===== config.mk =====
export PLATFORM = sky130hd
export DESIGN_NAME = control_unit
export DESIGN_NICKNAME = d
export VERILOG_FILES = /design/src/rtl/control_unit.sv
export SDC_FILE = /design/constraint.sdc
export NUM_CORES = 1
export LEC_CHECK = 0
export CAP_MARGIN = 20
export CORE_AREA = 3 3 58 60
export DETAILED_ROUTE_END_ITERATION = 6
export DIE_AREA = 0 0 61 63
export HOLD_SLACK_MARGIN = 0.03
export PLACE_DENSITY = 0.62
export RECOVER_POWER = 50
export SYNTH_ARGS = -nofsm -noshare
export SYNTH_HDL_FRONTEND = slang
export SYNTH_SLANG_ARGS = --single-unit

===== constraint.sdc =====
create_clock -name clk -period 2.1 [get_ports clk]
set_clock_uncertainty 0.2 [all_clocks]
set_input_delay 0.315 -clock clk [delete_from_list [all_inputs] [get_ports clk]]
set_output_delay 0.315 -clock clk [all_outputs]
set_load 0.01 [all_outputs]

===== src/rtl/control_unit.sv =====
// control_unit: Moore FSM sequencing fetch, decode and execute for the
// 8-bit CPU datapath. Outputs depend on the current state; IR is used only
// to pick the ALU operation and the A/B load destination.
module control_unit (
  input  logic       clk,
  input  logic       reset,
  input  logic [7:0] IR,
  input  logic [3:0] CCR_Result,
  output logic       IR_Load,
  output logic       MAR_Load,
  output logic       PC_Load,
  output logic       PC_Inc,
  output logic       A_Load,
  output logic       B_Load,
  output logic       CCR_Load,
  output logic       write,
  output logic [3:0] ALU_Sel,
  output logic [1:0] Bus1_Sel,
  output logic [1:0] Bus2_Sel
);

  typedef enum logic [4:0] {
    S_F0, S_F1, S_F2, S_D3,
    S_OP4, S_OP5,                // MAR<-PC, PC_Inc: shared operand fetch
    S_LDI6,                      // immediate load
    S_DIR6, S_LDD7, S_LDD8,      // direct address fetch, wait, load
    S_STA7, S_STB7, S_STR7,      // store of A, B or ALU result
    S_ALU4,
    S_BT4, S_BT5, S_BT6,         // taken branch
    S_BNT4                       // not-taken branch skips its operand
  } state_t;

  state_t state_reg;
  state_t state_next;

  logic       alu_valid;
  logic [3:0] alu_code;
  logic       alu_dest_b;
  logic       is_branch;
  logic       branch_taken;
  logic       is_mem_op;

  // State register; reset forces F0 immediately.
  always_ff @(posedge clk or posedge reset) begin
    if (reset) state_reg <= S_F0;
    else       state_reg <= state_next;
  end

  // Opcode decode: ALU selection and branch condition from flags.
  always_comb begin
    alu_valid    = 1'b1;
    alu_code     = 4'd0;
    alu_dest_b   = (IR >= 8'h4C);
    is_branch    = 1'b1;
    branch_taken = 1'b0;
    is_mem_op    = 1'b0;
    case (IR)
      8'h42: alu_code = 4'd0;
      8'h43: alu_code = 4'd1;
      8'h44: alu_code = 4'd2;
      8'h45: alu_code = 4'd3;
      8'h46: alu_code = 4'd4;
      8'h48: alu_code = 4'd5;
      8'h4A: alu_code = 4'd6;
      8'h4B: alu_code = 4'd7;
      8'h4C: alu_code = 4'd8;
      8'h4D: alu_code = 4'd9;
      8'h4E: alu_code = 4'd10;
      8'h4F: alu_code = 4'd11;
      default: alu_valid = 1'b0;
    endcase
    case (IR)
      8'h20: branch_taken = 1'b1;
      8'h21: branch_taken =  CCR_Result[3];
      8'h22: branch_taken = ~CCR_Result[3];
      8'h23: branch_taken =  CCR_Result[2];
      8'h24: branch_taken = ~CCR_Result[2];
      8'h25: branch_taken =  CCR_Result[1];
      8'h26: branch_taken = ~CCR_Result[1];
      8'h27: branch_taken =  CCR_Result[0];
      8'h28: branch_taken = ~CCR_Result[0];
      default: is_branch = 1'b0;
    endcase
    case (IR)
      8'h86, 8'h87, 8'h88, 8'h89, 8'h96, 8'h97, 8'h98: is_mem_op = 1'b1;
      default: is_mem_op = 1'b0;
    endcase
  end

  // Next-state logic; flags only matter on the D3 transition.
  always_comb begin
    state_next = S_F0;
    case (state_reg)
      S_F0: state_next = S_F1;
      S_F1: state_next = S_F2;
      S_F2: state_next = S_D3;
      S_D3: begin
        if (is_mem_op)      state_next = S_OP4;
        else if (alu_valid) state_next = S_ALU4;
        else if (is_branch) state_next = branch_taken ? S_BT4 : S_BNT4;
        else                state_next = S_F0;
      end
      S_OP4: state_next = S_OP5;
      S_OP5: state_next = (IR == 8'h86 || IR == 8'h88) ? S_LDI6 : S_DIR6;
      S_DIR6: begin
        case (IR)
          8'h87, 8'h89: state_next = S_LDD7;
          8'h96:        state_next = S_STA7;
          8'h97:        state_next = S_STB7;
          8'h98:        state_next = S_STR7;
          default:      state_next = S_F0;
        endcase
      end
      S_LDD7: state_next = S_LDD8;
      S_BT4:  state_next = S_BT5;
      S_BT5:  state_next = S_BT6;
      default: state_next = S_F0;
    endcase
  end

  // Moore outputs; all held at zero while reset is asserted.
  always_comb begin
    IR_Load  = 1'b0;
    MAR_Load = 1'b0;
    PC_Load  = 1'b0;
    PC_Inc   = 1'b0;
    A_Load   = 1'b0;
    B_Load   = 1'b0;
    CCR_Load = 1'b0;
    write    = 1'b0;
    ALU_Sel  = 4'd0;
    Bus1_Sel = 2'b00;
    Bus2_Sel = 2'b00;
    if (!reset) begin
      case (state_reg)
        S_F0, S_OP4, S_BT4: begin
          Bus1_Sel = 2'b00;
          Bus2_Sel = 2'b01;
          MAR_Load = 1'b1;
        end
        S_F1, S_OP5, S_BNT4: PC_Inc = 1'b1;
        S_F2: begin
          Bus2_Sel = 2'b10;
          IR_Load  = 1'b1;
        end
        S_LDI6, S_LDD8: begin
          Bus2_Sel = 2'b10;
          A_Load   = (IR == 8'h86 || IR == 8'h87);
          B_Load   = ~(IR == 8'h86 || IR == 8'h87);
        end
        S_DIR6: begin
          Bus2_Sel = 2'b10;
          MAR_Load = 1'b1;
        end
        S_STA7: begin
          Bus1_Sel = 2'b01;
          Bus2_Sel = 2'b01;
          write    = 1'b1;
        end
        S_STB7: begin
          Bus1_Sel = 2'b10;
          Bus2_Sel = 2'b01;
          write    = 1'b1;
        end
        S_STR7: begin
          Bus2_Sel = 2'b00;
          write    = 1'b1;
        end
        S_ALU4: begin
          Bus2_Sel = 2'b00;
          CCR_Load = 1'b1;
          ALU_Sel  = alu_code;
          A_Load   = ~alu_dest_b;
          B_Load   = alu_dest_b;
        end
        S_BT6: begin
          Bus2_Sel = 2'b10;
          PC_Load  = 1'b1;
        end
        default: ;
      endcase
    end
  end

endmodule


; ---- After elaboration in Yosys (flattened, before gate mapping)
; Cells that the tools add are included.
[op_classes]
reduce_logical = 13
eq_ne = 45
n_lt_le_gt_ge = 1
n_bitwise = 6
muxes = 34
[ops]
columns = operator, count
row1 = $eq A8 B7 Y1 const B, 12
row2 = $eq A8 B6 Y1 const B, 9
row3 = $eq A8 B8 Y1 const B, 7
row4 = $pmux W5 S10, 1
row5 = $pmux W4 S11, 1
row6 = $eq A5 B4 Y1 const B, 8
row7 = $eq A5 B3 Y1 const B, 4
row8 = $mux W5, 4
row9 = $mux W1, 18
row10 = $pmux W4 S4, 1
row11 = $reduce_or A12 Y1, 1
row12 = $eq A5 B2 Y1 const B, 2
row13 = $eq A5 B5 Y1 const B, 2
row14 = $reduce_or A5 Y1, 2
row15 = $pmux W1 S9, 1
row16 = $reduce_or A9 Y1, 1
row17 = $ge A8 B7 Y1 const B, 1
row18 = $mux W4, 2
row19 = $pmux W2 S2, 2
row20 = $reduce_or A7 Y1, 1
row21 = $not A1 Y1, 6
row22 = $reduce_or A3 Y1, 2
row23 = $eq A5 B1 Y1 const B, 1
row24 = $logic_not A5 Y1, 1
row25 = other kinds (5), 9
[totals]
wordCells = 100
register_bits = 5
input_bits = 14
out_inout_bits = 16

; ---- Depth between registers and ports, before layout
[depth]
depth_word = 7
depth_mapped = 7
ltp_nobuf = 6

; ---- Least setup slack after synthesis
; No wires, ideal clock.
[synth_timing]
path_kind = register to output
startpoint = reg state_reg[4]
endpoint = out ALU_Sel[0]
arrival_time_ns = 1.303
path_buffers = 1
setup_slack_ns = 0.282
stages_incl_launch_ff = 7
path_cell_list = dfrtp_1 > clkbuf_1 > nor2_1 > nand2_1 > inv_2 > nand2_1 > nor2_1
[synth_between]
elab_chain_len = 3
[synth_rtl]
columns = item, line
row1 = start: declaration, 33  ; state_t state_reg;
row2 = start signal: assignment, 46  ; else state_reg <= state_next;
row3 = $eq A5 B4 Y1, 135  ; case (state_reg)
row4 = $mux W4, 135
row5 = $mux W4, 134  ; if (!reset) begin
row6 = end: declaration, 17  ; output logic [3:0] ALU_Sel,
; Every way passes these cells.

; ---- Final worst setup path
[layout_timing]
startpoint = in IR[0]
endpoint = reg state_reg[0]
[layout_between]
elab_chain_len = 7
[layout_rtl]
columns = item, line
row1 = start: declaration, 7  ; input logic [7:0] IR,
row2 = $eq A8 B6 Y1, 72  ; case (IR)
row3 = $pmux W1 S9 or $reduce_or A9 Y1 (tied branches), --
row4 = $mux W5 or $mux W1 (tied branches), "100, 72"
row5 = $mux W5, 100  ; else if (is_branch) state_next = branch_taken ? S_BT4 : S_BNT4;
row6 = $mux W5, 99  ; else if (alu_valid) state_next = S_ALU4;
row7 = $mux W5, 98  ; if (is_mem_op) state_next = S_OP4;
row8 = $pmux W5 S10 *, 93  ; case (state_reg)
row9 = net state_next[0], 34  ; state_t state_next;
; The timed path passes the listed nets; every way through them passes the cells marked *.

==> results.py <==
metrics = {
    "critical_path": {
        "crit_chain": "clkdlybuf4s50_1, clkbuf_4, inv_2, mux4_2, o21ai_2, nand2_1, a21o_1",
        "end_kind": "flip-flop",
        "worst-endpoint-required_ns": 2.02,
        "path_delay_family": "buffers and inverters",
        "r2r_cells": 6,
        "crit_fanout": 5,
        "worstSetupPathDepth": 7,
        "rr_startpoint": "state_reg[4]$_DFF_PP0_",
        "slowest_delay_ns": 0.49,
        "cp_num_buf_inv": 3,
        "cp-startpoint": "IR[0]",
        "worstSetupStartpointType": "input pin",
        "reg2reg_slack_ns": 0.30,
        "cp-endpoint": "state_reg[0]$_DFF_PP0_",
        "worst-setup-path-type": "in2reg",
        "critPathArrivalTime_ns": 1.98,
        "reg2reg_to": "state_reg[4]$_DFF_PP0_",
        "slowest_stage": "clkdlybuf4s50_1",
    },
    "clocking": {
        "cts_inserted_buffers": 3,
        "htreeDepth": 1,
        "cts_tree": "done",
        "clk_pin_slew_ns": 0.04,
        "clock_sinks": 5,
        "clk_latency_ns": 0.23,
        "ctsLongestPathBuffers": 2,
        "cts-root-buf": "clkbuf_4",
    },
    "global_routing": {
        "grt_util_all_layers_pct": 16.7,
        "grt_pass1_wl_mm": 5.13,
        "grt_pass1_vias": 1290,
        "overflow": 0,
        "grt_start_max_net_pins": 9,
        "antenna_found_initial": 0,
    },
    "place": {
        "place_ws_ns": -0.384,
        "gp_congestion": 0.885,
        "io_buffers": 29,
        "place_hpwl_mm": 2.54,
        "dp.cells": 234,
    },
    "timing": {
        "fmax_mhz": 485,
        "rsz0062_at_grt": "true",
        "finalCriticalPeriod_ns": 2.06,
        "relSlewSlack_pct": 75.0,
        "final_hold_viol_count": 0,
        "setup_viol": 0,
        "layout_setup_ws_ns": 0.0391,
        "finalCritPeriodShare_pct": 98.1,
        "tightest_slew_ns": 0.370,
        "fin_setup_tns_ns": 0,
        "drv_slew": 0,
    },
    "cells_and_area": {
        "layoutNonFillerInstCount": 245,
        "diodes": 0,
        "fill_cells": 314,
        "layout-drive-gt1-share_pct": 42.0,
        "mostFrequentLayoutCell": "buf_4",
        "fin_nets": 227,
        "syn_to_final_growth_pct": 81.3,
        "layout_common_cells": "buf_4, nor2_1, dlygate4sd2_1",
        "final_core_util_pct": 54.8,
        "largest_reg_flops": 5,
    },
    "logic_synthesis": {
        "ys.flop_type": "dfrtp_1",
        "syn_inst": 136,
        "yosys_register_bits": 5,
        "yosysWarnings": 0,
        "ys_seq_area_share_pct": 13.9,
        "synth_cell_types": 47,
        "netlist_area_um2": 901,
        "synth_edf_count": 0,
        "avgSynthCellArea_um2": 6.62,
        "synth_fp_nets": 150,
        "async_flop_share_pct": 100,
    },
    "floorplan": {
        "die_area_um2": 3840,
        "start_util_pct": 30.3,
        "ios": 30,
        "die_x_um": 61,
        "num_rows": 20,
        "die-height_um": 63,
        "core-area_um2": 2980,
    },
    "job": {
        "max_cap_viol_count": 0,
    },
    "drt": {
        "drtIter0Drc": 31,
        "post-route-drc-count": 0,
        "post_drt_wl_per_cell_um": 12.4,
        "ant_nets": 0,
        "routed_wl_mm": 3.03,
        "vias_per_cell": 5.14,
        "via_count": 1260,
        "firstDrtPassIters": 4,
    },
    "status": {
        "status": "finished, final reports clean",
    },
    "power_and_ir_drop": {
        "leakage_nw": 0.778,
        "vdd_ir_drop_max_uv": 260,
        "p_per_area_nw_per_um2": 613,
        "power_mw": 1.00,
    },
    "hold_path": {
        "holdCritPathClass": "in2async",
    },
}
## stage by stage
stage                     hold slack, ns  instance area, µm²
after floorplan                   -0.101                 901
final                              0.219                1630
after global routing               0.254                1630
after detailed placement           0.569                1520
after CTS                          0.180                1580
after global placement             0.564                1520
## worst min-delay path by stage
stage	from	endpoint	slack [ns]	cells past startpoint
after floorplan	reset	state_reg[0]$_DFF_PP0_	-0.10	1
after global placement	state_reg[3]$_DFF_PP0_	state_reg[4]$_DFF_PP0_	0.56	3
after detailed placement	state_reg[3]$_DFF_PP0_	state_reg[4]$_DFF_PP0_	0.57	3
after CTS	reset	state_reg[4]$_DFF_PP0_	0.18	4
after global routing	reset	state_reg[0]$_DFF_PP0_	0.25	4
final	reset	state_reg[0]$_DFF_PP0_	0.22	4
## repair_timing
action | CTS | global route
cloned | 0 | 0
endpoints found under the hold margin | 0 | 0
pin swaps | 3 | 2
hold buffers | 0 | 0
setup endpoints to repair | 16 | 12
buffers inserted | 3 | 4
gates resized for setup | 47 | 27
## cells in the mapped netlist (3+ instances only)
library cell   n  share of area [%]
a21oi_1        7                3.9
dfrtp_1        5                 14
buf_2          4                2.2
nor3_1         6                3.3
o21ai_0        5                2.8
inv_1          6                2.5
nor2_1        24                 10
nand2_1       12                5.0
o21ai_1        4                2.2
o22ai_1        3                2.1
nand3_1        4                2.2
nand2b_1       7                4.9
clkbuf_1       3                1.2
## where the power goes
group	internal (mW)	total, mW	switching (mW)
Combinational	0.389	0.741	0.353
Clock	0.0714	0.105	0.0334
Sequential	0.123	0.155	0.0315
Total	0.583	1.00	0.418
## cell families (layout without fill, tap and decap cells)
group	count (synthesis)	count (layout)	synth area share [%]
AO/OA/AOI/OAI	34	34	26.1
XOR/XNOR	2	2	1.94
buffers and inverters	17	93	8.47
flip-flops	5	5	13.9
multiplexers	3	3	4.72
AND/OR/NAND/NOR	75	75	44.9
## final cells by class
| cell class | count | area (µm²) | area share (%) |
|---|---|---|---|
| multi-input combinational | 114 | 774 | 47.4 |
| timing repair buffer | 81 | 632 | 38.7 |
| sequential | 5 | 129 | 7.89 |
| tap | 33 | 41.3 | 2.53 |
| inverter | 8 | 30.0 | 1.84 |
| clock buffer | 4 | 26.3 | 1.61 |
## worst reg2reg max path: stages, from the launching register on
cell	delay (ns)
dfrtp_2	0.44
buf_4	0.17
nand3b_1	0.23
nor3_2	0.24
nand3_1	0.19
inv_1	0.12
o2bb2ai_1	0.12
## per-layer routing
metal / track usage (%) / wire length [µm] / up-vias / share of wire [%]
met2: 32.2 / 1690 / 31 / 56
li1: - / - / 651 / -
met5: 0 / 0 / - / 0
met3: 3.10 / 123 / 2 / 4.1
met4: 4.34 / 21 / 0 / 0.69
met1: 17.4 / 1200 / 576 / 39
Power figures use the tool's default switching activity.
